**src/rtl/uart_pkg.sv**
```systemverilog
// Shared types and constants for the UART transmit scheduler and its baud divider.
package uart_pkg;

  localparam int UART_FRAME_BITS = 10;
  localparam int BYTE_W          = 8;

  typedef enum logic [1:0] {
    ST_IDLE,
    ST_LOAD,
    ST_SEND,
    ST_GAP
  } tx_state_t;

endpackage

```
**src/rtl/uart_tx_sched_if.sv**
```systemverilog
// Requester handshake plus the tx_block drive signals owned by the scheduler.
interface uart_tx_sched_if #(
  parameter int N_REQ = 2
);

  logic [N_REQ-1:0]                   REQ_VALID;
  logic [uart_pkg::BYTE_W*N_REQ-1:0]  REQ_DATA;
  logic [N_REQ-1:0]                   REQ_READY;
  logic                               STROBE;
  logic [uart_pkg::BYTE_W-1:0]        DATA;
  logic                               NEW_DATA;
  logic                               BUSY;
  logic [2:0]                         GRANT_ID;

  // master is the requester/observer side, slave is the scheduler itself
  modport master (
    output REQ_VALID, REQ_DATA,
    input  REQ_READY, STROBE, DATA, NEW_DATA, BUSY, GRANT_ID
  );

  modport slave (
    input  REQ_VALID, REQ_DATA,
    output REQ_READY, STROBE, DATA, NEW_DATA, BUSY, GRANT_ID
  );

endinterface

```
**src/rtl/baud_gen.sv**
```systemverilog
// Free-running baud divider; STROBE is a registered one-cycle pulse every CLK_DIV clocks.
module baud_gen #(
  parameter int CLK_DIV = 868
) (
  input  logic CLK,
  input  logic RST_N,
  output logic STROBE
);

  localparam int CW = (CLK_DIV > 1) ? $clog2(CLK_DIV) : 1;
  localparam logic [CW-1:0] DIV_MAX = CW'(CLK_DIV - 1);

  logic [CW-1:0] div_cnt;

  always_ff @(posedge CLK or negedge RST_N) begin
    if (!RST_N) begin
      div_cnt <= '0;
      STROBE  <= 1'b0;
    end else begin
      STROBE  <= (div_cnt == DIV_MAX);
      div_cnt <= (div_cnt == DIV_MAX) ? '0 : div_cnt + 1'b1;
    end
  end

endmodule

```
**src/rtl/uart_tx_sched.sv**
```systemverilog
// Round-robin scheduler sharing one tx_block among N_REQ byte requesters,
// sequencing load, frame bit count and optional inter-frame gap.
module uart_tx_sched
  import uart_pkg::*;
#(
  parameter int N_REQ      = 2,
  parameter int CLK_DIV    = 868,
  parameter int FRAME_BITS = UART_FRAME_BITS,
  parameter int GAP_BITS   = 0
) (
  input  logic             CLK,
  input  logic             RST_N,
  uart_tx_sched_if.slave   bus
);

  localparam int BW = $clog2(FRAME_BITS + 1);

  tx_state_t          state, state_next;
  logic               strobe;
  logic [BW-1:0]      bit_cnt, bit_cnt_d;
  logic [3:0]         gap_cnt, gap_cnt_d;
  logic [2:0]         last, last_d;
  logic [N_REQ-1:0]   ready_q, ready_d;
  logic [BYTE_W-1:0]  data_q, data_d;
  logic [2:0]         gid_q, gid_d;
  logic               nd_q, nd_d;

  logic               found_hi, found_lo, any_valid;
  logic [2:0]         hi_idx, lo_idx, grant_idx;
  logic [BYTE_W-1:0]  grant_byte;
  logic [N_REQ-1:0]   grant_onehot;
  logic               frame_done, gap_done;

  baud_gen #(.CLK_DIV(CLK_DIV)) u_baud (
    .CLK    (CLK),
    .RST_N  (RST_N),
    .STROBE (strobe)
  );

  assign frame_done = strobe && (bit_cnt == BW'(FRAME_BITS - 1));
  assign gap_done   = strobe && (gap_cnt == 4'(GAP_BITS - 1));

  // Lowest valid index above `last` wins; otherwise wrap to the lowest valid index.
  always_comb begin
    found_hi = 1'b0;
    found_lo = 1'b0;
    hi_idx   = '0;
    lo_idx   = '0;
    for (int i = N_REQ - 1; i >= 0; i--) begin
      if (((bus.REQ_VALID >> i) & N_REQ'(1)) != '0) begin
        if (i > int'(last)) begin
          found_hi = 1'b1;
          hi_idx   = 3'(i);
        end else begin
          found_lo = 1'b1;
          lo_idx   = 3'(i);
        end
      end
    end
    any_valid    = found_hi | found_lo;
    grant_idx    = found_hi ? hi_idx : lo_idx;
    grant_byte   = BYTE_W'(bus.REQ_DATA >> (BYTE_W * int'(grant_idx)));
    grant_onehot = N_REQ'(1) << grant_idx;
  end

  always_ff @(posedge CLK or negedge RST_N) begin
    if (!RST_N) begin
      state   <= ST_IDLE;
      bit_cnt <= '0;
      gap_cnt <= '0;
      last    <= 3'(N_REQ - 1);
      ready_q <= '0;
      data_q  <= '0;
      gid_q   <= '0;
      nd_q    <= 1'b0;
    end else begin
      state   <= state_next;
      bit_cnt <= bit_cnt_d;
      gap_cnt <= gap_cnt_d;
      last    <= last_d;
      ready_q <= ready_d;
      data_q  <= data_d;
      gid_q   <= gid_d;
      nd_q    <= nd_d;
    end
  end

  always_comb begin
    state_next = state;
    case (state)
      ST_IDLE: if (any_valid)  state_next = ST_LOAD;
      ST_LOAD: if (strobe)     state_next = ST_SEND;
      ST_SEND: if (frame_done) state_next = (GAP_BITS == 0) ? ST_IDLE : ST_GAP;
      ST_GAP:  if (gap_done)   state_next = ST_IDLE;
      default:                 state_next = ST_IDLE;
    endcase
  end

  // The load strobe counts as bit 1 of the frame; gap counter is re-armed on every send strobe.
  always_comb begin
    ready_d   = '0;
    data_d    = data_q;
    gid_d     = gid_q;
    last_d    = last;
    nd_d      = nd_q;
    bit_cnt_d = bit_cnt;
    gap_cnt_d = gap_cnt;
    case (state)
      ST_IDLE: begin
        if (any_valid) begin
          ready_d = grant_onehot;
          data_d  = grant_byte;
          gid_d   = grant_idx;
          last_d  = grant_idx;
          nd_d    = 1'b1;
        end
      end
      ST_LOAD: begin
        if (strobe) begin
          nd_d      = 1'b0;
          bit_cnt_d = BW'(1);
        end
      end
      ST_SEND: begin
        if (strobe) begin
          bit_cnt_d = bit_cnt + 1'b1;
          gap_cnt_d = '0;
        end
      end
      ST_GAP: begin
        if (strobe) gap_cnt_d = gap_cnt + 1'b1;
      end
      default: ;
    endcase
  end

  assign bus.REQ_READY = ready_q;
  assign bus.STROBE    = strobe;
  assign bus.DATA      = data_q;
  assign bus.NEW_DATA  = nd_q;
  assign bus.BUSY      = (state != ST_IDLE);
  assign bus.GRANT_ID  = gid_q;

endmodule

```
**src/flat_wrapper.sv**
```systemverilog
// flat-port wrapper written by rule: the top's interface ports become plain ports
module uart_tx_sched_flat import uart_pkg::*;
#(
  parameter int N_REQ      = 2,
  parameter int CLK_DIV    = 868,
  parameter int FRAME_BITS = UART_FRAME_BITS,
  parameter int GAP_BITS   = 0
)
  (CLK, RST_N, bus_REQ_VALID, bus_REQ_DATA, bus_REQ_READY, bus_STROBE, bus_DATA, bus_NEW_DATA, bus_BUSY, bus_GRANT_ID);
  uart_tx_sched_if #(.N_REQ(N_REQ)) bus_i ();
  input  logic CLK;
  input  logic RST_N;
  input wire logic [$bits(bus_i.REQ_VALID)-1:0] bus_REQ_VALID;
  input wire logic [$bits(bus_i.REQ_DATA)-1:0] bus_REQ_DATA;
  output wire logic [$bits(bus_i.REQ_READY)-1:0] bus_REQ_READY;
  output wire logic [$bits(bus_i.STROBE)-1:0] bus_STROBE;
  output wire logic [$bits(bus_i.DATA)-1:0] bus_DATA;
  output wire logic [$bits(bus_i.NEW_DATA)-1:0] bus_NEW_DATA;
  output wire logic [$bits(bus_i.BUSY)-1:0] bus_BUSY;
  output wire logic [$bits(bus_i.GRANT_ID)-1:0] bus_GRANT_ID;
  assign bus_i.REQ_VALID = bus_REQ_VALID;
  assign bus_i.REQ_DATA = bus_REQ_DATA;
  assign bus_REQ_READY = bus_i.REQ_READY;
  assign bus_STROBE = bus_i.STROBE;
  assign bus_DATA = bus_i.DATA;
  assign bus_NEW_DATA = bus_i.NEW_DATA;
  assign bus_BUSY = bus_i.BUSY;
  assign bus_GRANT_ID = bus_i.GRANT_ID;
  uart_tx_sched #(.N_REQ(N_REQ), .CLK_DIV(CLK_DIV), .FRAME_BITS(FRAME_BITS), .GAP_BITS(GAP_BITS)) u_core (.CLK(CLK), .RST_N(RST_N), .bus(bus_i));
endmodule
```
**config.mk**
```make
export PLATFORM = sky130hd
export DESIGN_NAME = uart_tx_sched_flat
export DESIGN_NICKNAME = d
export VERILOG_FILES = /design/src/rtl/uart_pkg.sv /design/src/rtl/uart_tx_sched_if.sv /design/src/rtl/baud_gen.sv /design/src/rtl/uart_tx_sched.sv /design/src/flat_wrapper.sv
export SDC_FILE = /design/constraint.sdc
export NUM_CORES = 1
export LEC_CHECK = 0
export CORE_ASPECT_RATIO = 2
export CORE_MARGIN = 2
export CORE_UTILIZATION = 35
export CTS_CLUSTER_SIZE = 28
export DETAILED_ROUTE_END_ITERATION = 8
export SLEW_MARGIN = 20
export SYNTH_ARGS = -nofsm -noshare
export SYNTH_HDL_FRONTEND = slang
export SYNTH_SLANG_ARGS = --single-unit
export TNS_END_PERCENT = 1
```
**constraint.sdc**
```tcl
create_clock -name CLK -period 2 [get_ports CLK]
set_input_delay 0.3 -clock CLK [delete_from_list [all_inputs] [get_ports CLK]]
set_output_delay 0.3 -clock CLK [all_outputs]
set_load 0.005 [all_outputs]
```
# Word-level counts from Yosys, hierarchy flattened
# Index checks and enable logic that the tools add are counted.
[word_totals]
reg_bits = 38
input_bits = 20
out_inout_bits = 16
elab_cells = 69
[classes]
n_addsub = 3
n_lt_le_gt_ge = 1
eq_ne = 12
shifts = 2
muxes = 28
bitwise_logic = 1
reduce_logical = 12
[op_table]
columns = ["operator", "n"]
rows = [
  ["4-bit two-way mux", 4],
  ["4-bit one-hot mux with 2 select lines", 2],
  ["16-bit by 6-bit >> shifter with 8-bit output", 1],
  ["2-bit two-way mux", 6],
  ["1-bit two-way mux", 11],
  ["10-bit by 1-bit adder with 10-bit output, second input constant", 1],
  ["10-bit == test, second input constant", 1],
  ["10-bit two-way mux", 1],
  ["3-bit AND reduction", 3],
  ["4-bit by 1-bit adder with 4-bit output, second input constant", 2],
  ["4-bit == test, second input constant", 2],
  ["2-bit one-hot mux with 4 select lines", 1],
  ["2-bit nonzero test", 4],
  ["3-bit two-way mux", 2],
  ["2-bit by 1-bit inequality test with 1-bit output, second input constant", 3],
  ["2-bit inequality test, second input constant", 3],
  ["2-bit == test, second input constant", 2],
  ["4-bit AND reduction", 1],
  ["1-bit by 3-bit > comparator with 1-bit output, first input constant", 1],
  ["1-bit by 3-bit << shifter with 2-bit output, first input constant", 1],
  ["2-bit by 1-bit == test with 1-bit output, second input constant", 1],
  ["1-bit logical AND", 2],
  ["2-bit logical NOT", 1],
  ["1-bit one-hot mux with 2 select lines", 1],
  ["other kinds (2)", 2],
]

# Logic depth before layout (Yosys ltp)
[logic_depth]
depth_word = 8
mapped_depth = 5
ltp_nobuf = 5

# Cells and area by module
# Synthesis repeated with hierarchy kept, for this count alone.
[unflattened]
hier_cells = 155
hier_area_um2 = 1679.1
[by_module_without_submodules]
columns = ["mod", "n_inst", "cells_each", "area_each_um2", "seq_area_each_um2"]
rows = [
  ["uart_tx_sched", 1, 110, 1172.4, 576.8],
  ["baud_gen", 1, 45, 506.7, 275.3],
]

# Worst setup path after synthesis
# No wires, ideal clock.
[synth_path]
kind = "reg-to-reg"
start = "register u_core.u_baud.div_cnt[0]"
end = "register u_core.u_baud.div_cnt[2]"
setup_ps = 124
t_arrival_ps = 1369
required_ps = 1876
slack_ps = 507
stages_incl_launch_ff = 5
n_path_buf = 0
synth_period_minus_slack_ps = 1493
path_cell_list = "dfrtp_1 ha_1 or4b_4 nor3_4 nor2_1"
[synth_between]
elab_chain_len = 2
elab_cells_between_ends = 3
cone_classes = "add/sub (1); eq/ne (1); mux (1)"
[synth_lines]
columns = ["item", "line", "source"]
rows = [
  ["start, declared", "baud_gen.sv:13", "logic [CW-1:0] div_cnt;"],
  ["start signal, assigned", "baud_gen.sv:21", "div_cnt <= (div_cnt == DIV_MAX) ? '0 : div_cnt + 1'b1;"],
  ["10-bit by 1-bit adder with 10-bit output or 10-bit == test (tied branches)", "baud_gen.sv:21", ""],
  ["10-bit two-way mux (*)", "baud_gen.sv:21", ""],
]
# Mark *: on every way between the ends. The rest lies on a longest branch, timed or not.
# A chain may end at the register's enable or synchronous reset.

# Final worst setup path
[layout_path]
start = "register u_core.u_baud.STROBE"
end = "output bus_STROBE"
[layout_lines]
columns = ["item", "line", "source"]
rows = [
  ["start, declared", "baud_gen.sv:7", "output logic STROBE"],
  ["start signal, assigned", "baud_gen.sv:20", "STROBE <= (div_cnt == DIV_MAX);"],
  ["end, declared", "flat_wrapper.sv:16", "output wire logic [$bits(bus_i.STROBE)-1:0] bus_STROBE;"],
]
# No word-level cell between the ends.

==> results.md <==
- The run finished with clean final reports.
- The most common cell in the synthesized netlist is dfrtp_1.
- The synthesized design contains 34 register bits.
- Each instance of the synthesized netlist takes up on average 10.4 um^2.
- Measured along the y axis, the die boundary spans 101 um.
- TritonCTS built the clock tree.
- The cell area power density is 591 mW/mm^2.
- The final critical path time including I/O delays and setup is 1720 ps.
- Relative to the synthesized area, the layout overhead comes to 29.1%.
- The worst setup path is launched from a register.
- The synthesized design devotes to its leading area cell type 49.8% of total area.
- The number of buffers added to fix hold violations after cts is 0.
- The worst IR drop on VDD is 484 uV.
- The number of distinct library cells after synthesis is 38.
- The cell taking the most area after synthesis is dfrtp_1.
- The first global-routing pass estimated 6580 um of wire.
- The repair_antennas step left the layout with diodes totalling 0.
- The die outline width is 52.7 um.
- After floorplanning, the core was sized to cover 0.00460 mm^2.
- The highest clock frequency the design can meet is 581 MHz.
- The clock passes through at most 2 buffers.
- The share of post-route cells with drive strength above 1 is 7.65%.
- The final count of hold timing violations is 0.
- For this design the top-level I/O count stands at 36.
- The final count of negative-setup-slack endpoints is 0.
- The number of global-route vias before repair was 1467.
- The warning count from the yosys run is 0.
- The total area of sequential cells is 852 um^2.
- For the final routed database, the setup TNS stands at 0 ps.
- In the routed design, unresolved DRC markers number 0.
- The worst setup path is captured at an output port.
- The total clock sinks is 34.
- The post-route clock skew is 6.03 ps.
- For the worst setup path, the data arrival time is 1420 ps.
- The number of iterations in the first detailed-routing pass is 7.
- At the later pin of the worst-skew pair, clock insertion delay measures 280 ps.
- Together, buffers and inverters on the worst path number 1.
- The gate count after technology mapping is 159.
- The most used flip-flop cell after synthesis is dfrtp_1.
- CTS built an H-tree with a depth of 2.
- At the worst endpoint, the required time is 1700 ps.
- In this run the worst path has a maximum fanout of 13.
- The cell family with the largest share of critical-path delay is flip-flops.
- The number of core rows is 35.
- The count of instances resized after the clock tree is built is 0.
- The first routing iteration left 29 violations.
- The library cell used as clock root buffer is clkbuf_8.
- In this run, CTS created clock tree buffers numbering 5.
- The total power is 1270 uW.
- Entering global routing, the biggest net connects 35 pins.
- The number of port buffers is 33.
- The placed wire-length estimate is 2840 um.
- In this run the static leakage power is 0.000940 uW.
- The total wire length is 3860 um.
- The tightest min-delay check is of the in -> async type.
- Once the floorplan was initialized, standard cells occupied 36.1% of the core.
- Setup repair after global routing left no endpoint under its margin.
- The final layout contains 219 nets.
- Max-cap violations in this run came to 0.
- The synthesized netlist occupies a cell area of 0.00166 mm^2.
- Sorting the synthesized cells by how often they occur yields dfrtp_1 (33), nand3_1 (15), nand2_1 (13).
- The slowest stage of the critical path is the dfrtp_1 cell.
- The max-slew violation count is 0.
- The total via count in the routed design is 1385.
- The floorplan step defined a die boundary enclosing 0.00534 mm^2.
- The detail route stage leaves a number of antenna-violating nets equal to 0.
- The number of filler cells placed in the layout is 454.
- For this run, the slowest stage of the critical path takes 570 ps.
- The share of synthesized flip-flops with an asynchronous set or reset is 100%.
- The final estimated routing congestion in global placement is 0.760.
- Yosys attributes the largest share of cell area to dfrtp_1 (50%), a221o_1 (4.8%), nand3_1 (4.5%), a21boi_0 (4.1%), o21ai_0 (3.6%).
- The share of the Yosys chip area taken by registers is 51.4%.
- The global-route usage over all layers is 16.3%.
- The signal on the critical path passes through clkdlybuf4s50_1.
- The start-to-end type of the worst setup path is reg -> out.
- The multi-input combinational cells in the finished layout cover a total of 747 um^2.
- The number of flops mapped to enable cells by yosys is 0.
- The total overflow reported by the global router is 0.
- Dividing the detail-routed wire length by the instance count gives 15.4 um.
- The portion of the clock cycle consumed by the worst path in the final layout is 86.1%.
- The number of setup buffers added after CTS is 0.
- The initial antenna violation count was 0.
- After clock tree synthesis, the clock-pin slew on the worst setup and hold paths is 70 ps.
- Dividing the detail-routed via count by the number of cells gives 5.52.
[metal layers]
layer,vias to the layer above,global-route usage [%],share of wire (%)
li1,649,-,-
met1,690,18.2,38
met2,38,27.9,56
met3,8,3.24,3.7
met4,0,8.88,2.0
met5,-,0,0
[stage by stage]
| stage | cells | util [%] | worst slack (ps) | cell area [um^2] | hold WS [ps] |
|---|---|---|---|---|---|
| 5_1_grt | 251 | 46.6 | 222 | 2140 | 462 |
| 3_3_place_gp | 243 | 44.6 | 379 | 2050 | 470 |
| 6_report | 251 | 46.6 | 278 | 2140 | 431 |
| 3_5_place_dp | 243 | 44.6 | 332 | 2050 | 474 |
| 2_1_floorplan | 160 | - | 507 | 1660 | 4.41 |
| 4_1_cts | 251 | 46.6 | 278 | 2140 | 444 |
[flip-flops by register name, indices dropped and copies added, names as in the netlist]
signal                 flops
u_core.u_baud.STROBE       1
u_core.gap_cnt             4
u_core.bus.NEW_DATA        1
u_core.bit_cnt             4
u_core.u_baud.div_cnt     10
u_core.bus.REQ_READY       2
u_core.bus.DATA            8
u_core.state               2
u_core.last                1
u_core.bus.GRANT_ID        1
[worst paths after layout]
| check | start | end | slack, ps | depth (start not counted) |
|---|---|---|---|---|
| max | u_core.u_baud.STROBE | bus_STROBE | 280 | 1 |
| max reg2reg | u_core.u_baud.div_cnt[0] | u_core.u_baud.div_cnt[2] | 380 | 4 |
| min in group CLK | u_core.bus.GRANT_ID[0] | u_core.bus.GRANT_ID[0] | 490 | 1 |
| min | RST_N | u_core.bit_cnt[3] | 430 | 2 |
| min reg2reg | u_core.bus.GRANT_ID[0] | u_core.bus.GRANT_ID[0] | 490 | 1 |
| max in group asynchronous | RST_N | u_core.last[0] | 1220 | 2 |
[worst register-to-register path, delay by kind of cell (launching register included)]
family | cells | cell delay (ps)
simple gates | 3 | 880
fa+ha+maj | 1 | 240
flops | 1 | 390
[kinds of logic after synthesis]
family	Yosys count	share of synthesized area, %
XOR/XNOR	4	2.11
AND/OR/NAND/NOR	54	18.6
multiplexers	3	1.81
flip-flops	34	51.4
buffers and inverters	15	3.85
other	1	0.226
adder cells (fa/ha/maj)	4	3.02
AO/OA/AOI/OAI	44	19.1
[where the power goes]
| part | leakage [uW] | total, uW | switching (uW) | internal, uW |
|---|---|---|---|---|
| registers | 0.000447 | 687 | 0 | 687 |
| clock network | 0.0000482 | 521 | 243 | 278 |
| logic | 0.000445 | 58.3 | 23.6 | 34.7 |
[area by class of cell]
| class | count | area share [%] |
|---|---|---|
| multi-input cells | 111 | 34.9 |
| repair buffers | 37 | 16.8 |
| inverters | 6 | 1.05 |
| clock buffers | 7 | 4.03 |
| well taps | 55 | 3.21 |
| flip-flops and latches | 34 | 39.8 |
| clock inverters | 1 | 0.234 |
[layout by cell type, fill, tap and decap left out, drive strengths merged, types with 4 or more instances in the layout]
| cell type | synthesis | layout |
|---|---|---|
| buf | 2 | 4 |
| nand2 | 13 | 13 |
| nand3 | 15 | 15 |
| nor2 | 4 | 4 |
| dfrtp | 33 | 33 |
| inv | 6 | 6 |
| a21boi | 9 | 9 |
| o21ai | 12 | 12 |
| clkbuf | 7 | 7 |
| ha | 4 | 4 |
| a221o | 8 | 8 |
| clkdlybuf4s50 | 0 | 33 |
No activity file was read; power rests on OpenSTA's default activity.
